### config.mk
export PLATFORM = sky130hd
export DESIGN_NAME = ysyx_210247_pipe_buf
export DESIGN_NICKNAME = d
export VERILOG_FILES = /design/src/rtl/ysyx_210247_pipe_buf.sv
export SDC_FILE = /design/constraint.sdc
export NUM_CORES = 1
export LEC_CHECK = 0
export ABC_AREA = 1
export BUFFER_PORTS_ARGS = -buffer_cell sky130_fd_sc_hd__buf_2
export CORE_ASPECT_RATIO = 0.5
export CORE_MARGIN = 4
export CORE_UTILIZATION = 51
export CTS_CLUSTER_SIZE = 20
export DETAILED_ROUTE_END_ITERATION = 10
export MAX_ROUTING_LAYER = met4
export PLACE_DENSITY = 0.85
export SLEW_MARGIN = 0
export SYNTH_ARGS = -nofsm -noshare
export SYNTH_HDL_FRONTEND = slang
export SYNTH_SLANG_ARGS = --single-unit
### constraint.sdc
create_clock -name clk -period 1.6 [get_ports clk]
set_input_delay 0.32 -clock clk [delete_from_list [all_inputs] [get_ports clk]]
set_output_delay 0.32 -clock clk [all_outputs]
set_load 0.01 [all_outputs]
### src/rtl/ysyx_210247_pipe_buf.sv
// Elastic pipeline-stage buffer. It is a small circular FIFO that sits between
// two pipeline stages and uses the valid/allow handshake on both sides. The
// upstream allow is taken from registered occupancy only, so it does not carry
// a combinational path back from the downstream allow.
module ysyx_210247_pipe_buf #(
    parameter int WIDTH = 64,
    parameter int DEPTH = 2,
    parameter int CNT_W = $clog2(DEPTH + 1)
) (
    input  logic             clk,
    input  logic             rst,
    input  logic             flush,
    input  logic             in_valid,
    input  logic [WIDTH-1:0] in_data,
    output logic             in_allow,
    output logic             out_valid,
    output logic [WIDTH-1:0] out_data,
    input  logic             out_allow,
    output logic [CNT_W-1:0] count
);

    localparam int PTR_W = (DEPTH > 1) ? $clog2(DEPTH) : 1;

    logic [WIDTH-1:0] entry [DEPTH];
    logic [PTR_W-1:0] wr_ptr;
    logic [PTR_W-1:0] rd_ptr;
    logic [CNT_W-1:0] cnt;
    logic             push;
    logic             pop;

    // Pointers wrap explicitly at DEPTH-1, so DEPTH does not have to be a power of two.
    function automatic logic [PTR_W-1:0] next_ptr(input logic [PTR_W-1:0] p);
        if (p == PTR_W'(DEPTH - 1)) begin
            return '0;
        end
        return p + PTR_W'(1);
    endfunction

    assign in_allow  = (cnt != CNT_W'(DEPTH));
    assign out_valid = (cnt != '0);
    assign out_data  = entry[rd_ptr];
    assign count     = cnt;
    assign push      = in_valid & in_allow;
    assign pop       = out_valid & out_allow;

    // Update the pointers and occupancy. A flush empties the buffer and drops any handshake in the same cycle.
    always_ff @(posedge clk or negedge rst) begin
        if (!rst) begin
            wr_ptr <= '0;
            rd_ptr <= '0;
            cnt    <= '0;
        end else if (flush) begin
            wr_ptr <= '0;
            rd_ptr <= '0;
            cnt    <= '0;
        end else begin
            if (push) begin
                wr_ptr <= next_ptr(wr_ptr);
            end
            if (pop) begin
                rd_ptr <= next_ptr(rd_ptr);
            end
            case ({push, pop})
                2'b10:   cnt <= cnt + CNT_W'(1);
                2'b01:   cnt <= cnt - CNT_W'(1);
                default: cnt <= cnt;
            endcase
        end
    end

    // Entry storage is cleared only by reset. A flush leaves stale words in place, and they stay unreachable until they are overwritten.
    always_ff @(posedge clk or negedge rst) begin
        if (!rst) begin
            for (int i = 0; i < DEPTH; i++) begin
                entry[i] <= '0;
            end
        end else if (push && !flush) begin
            entry[wr_ptr] <= in_data;
        end
    end

endmodule

==> metrics.csv, run 1 <==
stage,metric,value,unit
global_route,global-route usage over all layers,20.1,%
floorplanning,Core Region,12000,um2
timing,unrepaired setup endpoints after global routing,true,
global_route,pin count of the biggest net entering global routing,79,
final_layout,sequential standard cell area,3300,um2
timing,Max-slew headroom,71.8,%
critical_path,Crit path required time,1.28,ns
logic_synthesis,cell count after synthesis,718,
drt,vias,4923,
logic_synthesis,synthesized flop and latch total,132,
final_layout,final std cells w/o fill,1027,
logic_synthesis,count of cell types in the netlist,19,
critical_path,Worst EP arrival,1.45,ns
logic_synthesis,fraction of the mapped netlist area in simple logic gates,20.7,%
logic_synthesis,most used flip-flop cell after synthesis,dfrtp_1,
logic_synthesis,synthesized-area fraction occupied by adder cells,0,%
logic_synthesis,"EDFF count, synth",0,
critical_path,crit end category,primary output,
logic_synthesis,"count leader, synth",nand2_1,
timing,setup slack of the critical path after layout,-0.169,ns
clocking,sink count of the clock tree,132,
logic_synthesis,"Async S/R FF share, synth",100,%
drt,final routed wirelength across all metal layers,13800,um
final_layout,fraction of layout cells with a size suffix above 1,36.3,%
final_layout,layout overhead on the synthesized area,24.2,%
logic_synthesis,average cell area after synthesis,8.90,um2
clocking,clock latency of the later-clocked register in the worst-skew pair,0.40,ns
global_route,wire length of the first global-routing pass,23100,um
critical_path,crit-path leading delay family,buffers and inverters,
drt,ratio of routed vias to standard cells,4.79,
logic_synthesis,Area contributors post-synth,"dfrtp_1, nand2_1, o21ai_2",
logic_synthesis,dominant combinational cell family by area after synthesis,simple AND/OR/NAND/NOR gates,
critical_path,CP Launch Type,flop,
global_route,global-route met1 utilization,25.6,%
critical_path,Max Fanout on Critical Path,9,
final_layout,multi-input gate area in the final layout,2420,um2
floorplanning,io pins,137,
floorplanning,std cell rows,28,
placed_design,count of buffers inserted at the top-level ports,136,
logic_synthesis,yosys synthesis warning count,0,
critical_path,Crit-path slowest cell,dfrtp_2,
global_route,overflow left after global routing,0,
power,power per unit of standard cell area,2010,nW/um2
timing,achievable clock frequency,0.565,GHz
logic_synthesis,synthesized cell area,6390,um2
global_route,vias in the first global route,4886,
floorplanning,Die X,166,um
floorplanning,area of the die,14500,um2
job,maximum capacitance violations,0,
clocking,clock transition at the registers of the reported paths,0.06,ns
drt,routed wirelength normalized by instance count,13.4,um
critical_path,"Largest stage delay, worst path",0.42,ns
placed_design,number of cells in the design after placement,991,
floorplanning,die outline height,87.2,um
clocking,Num CTS Buffers,17,
drt,count of TritonRoute iterations in the first routing pass,5,
critical_path,start-to-end type of the worst setup path,reg2out,
final_layout,antenna cell count,0,
outcome,result of the run,"finished, violations left",
global_route,global-route met2 utilization,34.0,%
timing,largest clock skew in the final design,0.00852,ns
timing,clock period minus final worst setup slack,1.77,ns
final_layout,number of nets at the end of the flow,918,
global_route,met3 demand-to-capacity share in global routing,3.54,%
worst_hold_path,Hold/Removal Path Class,in2reg,
floorplanning,Starting Density,53.2,%
power,highest ir drop seen on vdd,970,uV
logic_synthesis,most common library cells after synthesis,"nand2_1, dfrtp_1, o21ai_2",
logic_synthesis,multiplexer share of the synthesized area,0,%
outcome,violations in the final reports,negative setup slack,
clocking,cell at the root of the clock tree,clkbuf_16,
clocking,Longest Clk Path Bufs,2,
logic_synthesis,Synth area leader,dfrtp_1,
timing,"Setup violations, final",64,
logic_synthesis,post-synthesis compound-gate area fraction,16.8,%
critical_path,cell-by-cell listing of the critical path,clkinv_4 -> buf_12 -> buf_16 -> nand2_2 -> nand2_1 -> buf_2,
timing,worst slew pin tran,0.422,ns
drt,number of design-rule violations left by the first detailed-router iteration,375,
global_route,most used routing layer in global routing,met2,
final_layout,fillcell total,967,
placed_design,Routability Congestion,0.779,
drt,DRC violation count after routing,0,
timing,number of pins exceeding their max-slew limit in the final report,0,
logic_synthesis,synthesized-area fraction occupied by xor and xnor cells,0,%
timing,Sum Neg Setup Slack,-6.21,ns
clocking,clock tree from TritonCTS,done,
logic_synthesis,"Seq/Total Area, Yosys",51.7,%
power,Leak,4.38,nW
timing,Hold Fails Final Rpt,0,
global_route,initial antenna violation count,0,
logic_synthesis,nets in the synthesized netlist,787,
placed_design,DP HPWL,8790,um
drt,remaining antenna violation count,0,
timing,share of the cycle needed by the critical path after routing,111,%
critical_path,Bufs and invs on worst path,4,
logic_synthesis,top-area cell type share of the netlist area,51.7,%
clocking,htree depth,4,
## flip-flops by register name, indices dropped and copies added, names as in the netlist
register,flops
entry,128
rd_ptr,1
count,2
wr_ptr,1
## worst paths after layout
| path | from | end | slack (ns) | cells after the start |
|---|---|---|---|---|
| worst max-delay path | rd_ptr$_DFFE_PN0P_ | out_data[10] | -0.17 | 6 |
| worst min-delay path | in_data[14] | entry[14]$_DFFE_PN0P_ | 0.18 | 3 |
| worst max register to register | count[0]$_DFFE_PN0P_ | entry[56]$_DFFE_PN0P_ | 0.19 | 8 |
| worst min register to register | entry[122]$_DFFE_PN0P_ | entry[122]$_DFFE_PN0P_ | 0.48 | 2 |
| max in group asynchronous | rst | entry[120]$_DFFE_PN0P_ | 0.64 | 3 |
| min in group asynchronous | rst | entry[94]$_DFFE_PN0P_ | 0.30 | 2 |
## cell usage in the layout (no fill, tap or decap), drive strengths merged
cell type / n
nand3: 4
clkinv: 4
clkbuf: 22
nor2: 5
nand2: 332
clkinvlp: 1
bufinv: 5
a21oi: 1
inv: 72
dlygate4sd3: 1
buf: 152
dfrtp: 132
o21ai: 131
## area by class of cell
type	count	area share (%)
sequential	132	41.6
multi-input combinational	473	30.5
timing repair buffer	153	13.1
clock buffer	22	6.23
inverter	72	3.50
tap	165	2.60
clock inverter	10	2.43
## through the flow
| stage | hold WS, ns | instance area, um2 | util [%] | setup WS, ns | total power, W |
|---|---|---|---|---|---|
| floorplan | 0.0244 | 6390 | - | 0.282 | 0.00955 |
| CTS | 0.176 | 7890 | 65.7 | -0.155 | 0.0160 |
| global placement | 0.176 | 7110 | 59.2 | 0.271 | 0.0111 |
| finish | 0.183 | 7940 | 66.1 | -0.169 | 0.0160 |
| global route | 0.186 | 7940 | 66.1 | -0.229 | 0.0171 |
| detailed placement | 0.178 | 7110 | 59.2 | 0.233 | 0.0114 |
## cells by family after synthesis
kind of cell	Yosys count
flops	132
compound gates	132
buf+inv	113
simple gates	341
## tightest hold or removal path: stages
cell     delay (ns)
buf_2          0.09
inv_1          0.07
o21ai_2        0.06
## routing by layer
metal	vias up	share of wire, %
met5	-	0
met4	0	0.91
met3	10	4.2
met2	119	50
met1	2316	45
li1	2478	-
## power by group
group / switching [W] / internal, W
clock network: 0.00139 / 0.00299
logic: 0.00326 / 0.00251
registers: 0.000905 / 0.00493
total: 0.00556 / 0.0104
## timing repair
item / CTS / global route
hold buffers: 1 / 0
hold endpoints to repair: 9 / 0
setup buffers: 1 / 0
cloned: 2 / 0
resized for setup: 6 / 14
endpoints found under the setup margin: 64 / 64
No activity file was read; power rests on OpenSTA's default activity.
==> run 2, diff against run 1 <==
--- a/config.mk
+++ b/config.mk
@@ -8,7 +8,6 @@
 export ABC_AREA = 1
 export BUFFER_PORTS_ARGS = -buffer_cell sky130_fd_sc_hd__buf_2
 export CORE_ASPECT_RATIO = 0.5
-export CORE_MARGIN = 4
 export CORE_UTILIZATION = 51
 export CTS_CLUSTER_SIZE = 20
 export DETAILED_ROUTE_END_ITERATION = 10
==> run 2 against run 1 <==
Against the previous run:
- the flow still finishes with violations (negative setup slack)
- cell count increased by 0.19%
- worst setup slack improved by 0.012 ns
- power decreased by 1.2%
- core utilization increased by 0.31 points
- critical path type unchanged
- largest power group is now combinational cells
==> metrics.csv, run 2 (synthesis results as in run 1) <==
stage,metric,value,unit,change
outcome,result of the run,"finished, violations left",,
outcome,violations in the final reports,negative setup slack,,
critical_path,CP Launch Type,flop,,
final_layout,final cell area excluding filler cells,7980,um2,+0.47%
critical_path,crit end category,primary output,,
clocking,clock transition at the registers of the reported paths,0.06,ns,about the same
global_route,pin count of the biggest net entering global routing,53,,-33%
placed_design,number of cells in the design after placement,994,,+0.30%
final_layout,antenna cell count,0,,unchanged
final_layout,"Most flops, register",entry,,
global_route,overflow left after global routing,0,,unchanged
critical_path,critical path startpoint,rd_ptr$_DFFE_PN0P_,,
critical_path,worst reg2reg startpoint,count[0]$_DFFE_PN0P_,,
clocking,htree depth,4,,unchanged
critical_path,Worst EP arrival,1.44,ns,about the same
floorplanning,std cell rows,28,,unchanged
floorplanning,Die X,160,um,-3.6%
clocking,cell at the root of the clock tree,clkbuf_16,,
timing,number of pins exceeding their max-slew limit in the final report,0,,unchanged
drt,number of design-rule violations left by the first detailed-router iteration,343,,-8.5%
placed_design,Post-Place Worst Slack,0.183,ns,-0.0503 ns
final_layout,final std cells w/o fill,1029,,+0.19%
placed_design,area of placed instances,7160,um2,+0.67%
timing,unrepaired setup endpoints after global routing,true,,
clocking,Num CTS Buffers,17,,unchanged
critical_path,endpoint of the most critical setup path,out_data[22],,
global_route,wire length of the first global-routing pass,22100,um,-4.2%
global_route,global-route usage over all layers,22.3,%,+2.3 points
job,maximum capacitance violations,0,,unchanged
timing,share of the cycle needed by the critical path after routing,110,%,-0.77 points
critical_path,start-to-end type of the worst setup path,reg2out,,
final_layout,fraction of layout cells with a size suffix above 1,38.3,%,+2.0 points
floorplanning,io pins,137,,unchanged
final_layout,"most common cell after layout, fill and taps aside",nand2_1,,
drt,final routed wirelength across all metal layers,14000,um,+1.6%
timing,Max-slew headroom,75.8,%,+4.0 points
final_layout,share of the core filled with cells in the final layout,66.4,%,+0.31 points
global_route,vias in the first global route,4697,,-3.9%
placed_design,Routability Congestion,0.768,,-1.4%
drt,DRC violation count after routing,0,,unchanged
clocking,clock latency of the later-clocked register in the worst-skew pair,0.41,ns,about the same
timing,Hold Fails Final Rpt,0,,unchanged
power,power per unit of standard cell area,1980,nW/um2,-1.6%
timing,setup slack of the critical path after layout,-0.156,ns,+0.0123 ns
power,highest ir drop seen on vdd,869,uV,-10%
critical_path,capturing point of the worst reg2reg path,entry[79]$_DFFE_PN0P_,,
floorplanning,Core Region,12000,um2,unchanged
clocking,sink count of the clock tree,132,,unchanged
final_layout,layout overhead on the synthesized area,24.8,%,
power,total power,0.0158,W,-1.2%
drt,count of TritonRoute iterations in the first routing pass,5,,unchanged
critical_path,worst-case reg-to-reg path depth,8,,unchanged
global_route,initial antenna violation count,0,,unchanged
drt,vias,4966,,+0.87%
critical_path,Max Fanout on Critical Path,19,,+10
clocking,clock tree from TritonCTS,done,,
final_layout,number of nets at the end of the flow,921,,+0.33%
timing,achievable clock frequency,0.569,GHz,+0.70%
timing,"Setup violations, final",64,,unchanged
timing,worst slew pin tran,0.362,ns,-0.0599 ns
final_layout,most frequent cells in the layout,"nand2_1, dfrtp_1, buf_2",,
floorplanning,die outline height,81.2,um,-6.9%
drt,routed wirelength normalized by instance count,13.6,um,+1.4%
critical_path,register-to-register setup slack,0.14,ns,-0.05 ns
timing,largest clock skew in the final design,0.00789,ns,-0.000632 ns
critical_path,Crit path required time,1.28,ns,about the same
drt,remaining antenna violation count,0,,unchanged
final_layout,number of flip-flops under the largest register name,128,,unchanged
worst_hold_path,Hold/Removal Path Class,in2reg,,
placed_design,count of buffers inserted at the top-level ports,136,,unchanged
power,Leak,4.38,nW,about the same
floorplanning,Starting Density,53.2,%,unchanged
drt,ratio of routed vias to standard cells,4.83,,+0.68%
timing,clock period minus final worst setup slack,1.76,ns,-0.0123 ns
clocking,Longest Clk Path Bufs,2,,unchanged
floorplanning,area of the die,13000,um2,-10%
placed_design,DP HPWL,8790,um,about the same
[run 2: cell types whose count changed in the layout (fill, tap and decap cells not counted), moves of 2 or more]
cell	change
bufinv_16	-2
nand2_2	+16
buf_6	+5
nand2_1	-16
buf_2	-4
buf_16	-2
clkinv_2	+3
clkbuf_16	+3
clkbuf_8	-3
[run 2: worst max-delay path: stages, from the launching register on]
cell	delay (ns)
dfrtp_2	0.43
clkinv_4	0.13
clkbuf_16	0.21
nand2_1	0.07
nand2_1	0.05
buf_2	0.13
[run 2: power by group]
part           internal, W  total [W]  switching [W]
combinational      0.00263    0.00598        0.00335
sequential         0.00493    0.00585       0.000923
clock              0.00253    0.00397        0.00144
total               0.0101     0.0158        0.00572
[run 2: routing by layer]
layer | track usage, % | up-vias | wire length, um
met1 | 28.7 | 2351 | 6320
met4 | 8.95 | 0 | 252
li1 | - | 2487 | -
met5 | - | - | 0
met3 | 3.58 | 22 | 474
met2 | 36.1 | 106 | 6960
[run 2: worst min-delay path by stage]
| stage | to | from | depth (start not counted) |
|---|---|---|---|
| 2_1_floorplan | count[0]$_DFFE_PN0P_ | rst | 0 |
| 3_3_place_gp | entry[29]$_DFFE_PN0P_ | rst | 1 |
| 3_5_place_dp | entry[29]$_DFFE_PN0P_ | rst | 1 |
| 4_1_cts | entry[21]$_DFFE_PN0P_ | in_data[21] | 3 |
| 5_1_grt | entry[21]$_DFFE_PN0P_ | in_data[21] | 3 |
| 6_report | entry[18]$_DFFE_PN0P_ | in_data[18] | 3 |
[run 2: area by class of cell]
| type | instances | area (um2) |
|---|---|---|
| tap | 165 | 206 |
| multi-input combinational | 473 | 2460 |
| fill | 939 | 4040 |
| clock inverter | 12 | 155 |
| timing repair buffer | 156 | 1120 |
| clock buffer | 19 | 453 |
| sequential | 132 | 3300 |
| inverter | 72 | 278 |
[run 2: timing repair]
item                                   in CTS  in global routing
gates resized for setup                     0                 39
endpoints found under the hold margin      19                  0
pin swaps                                   0                  1
setup buffers                               0                  0
setup endpoints to repair                  64                 64
cloned                                      0                  3
hold buffers                                1                  0
[run 2: per-stage QoR]
stage / TNS (ns) / hold WS [ns]
after detailed placement: 0 / 0.256
after CTS: -9.85 / 0.165
after floorplan: 0 / 0.0244
after global placement: 0 / 0.250
after global routing: -11.87 / 0.171
final: -7.70 / 0.171
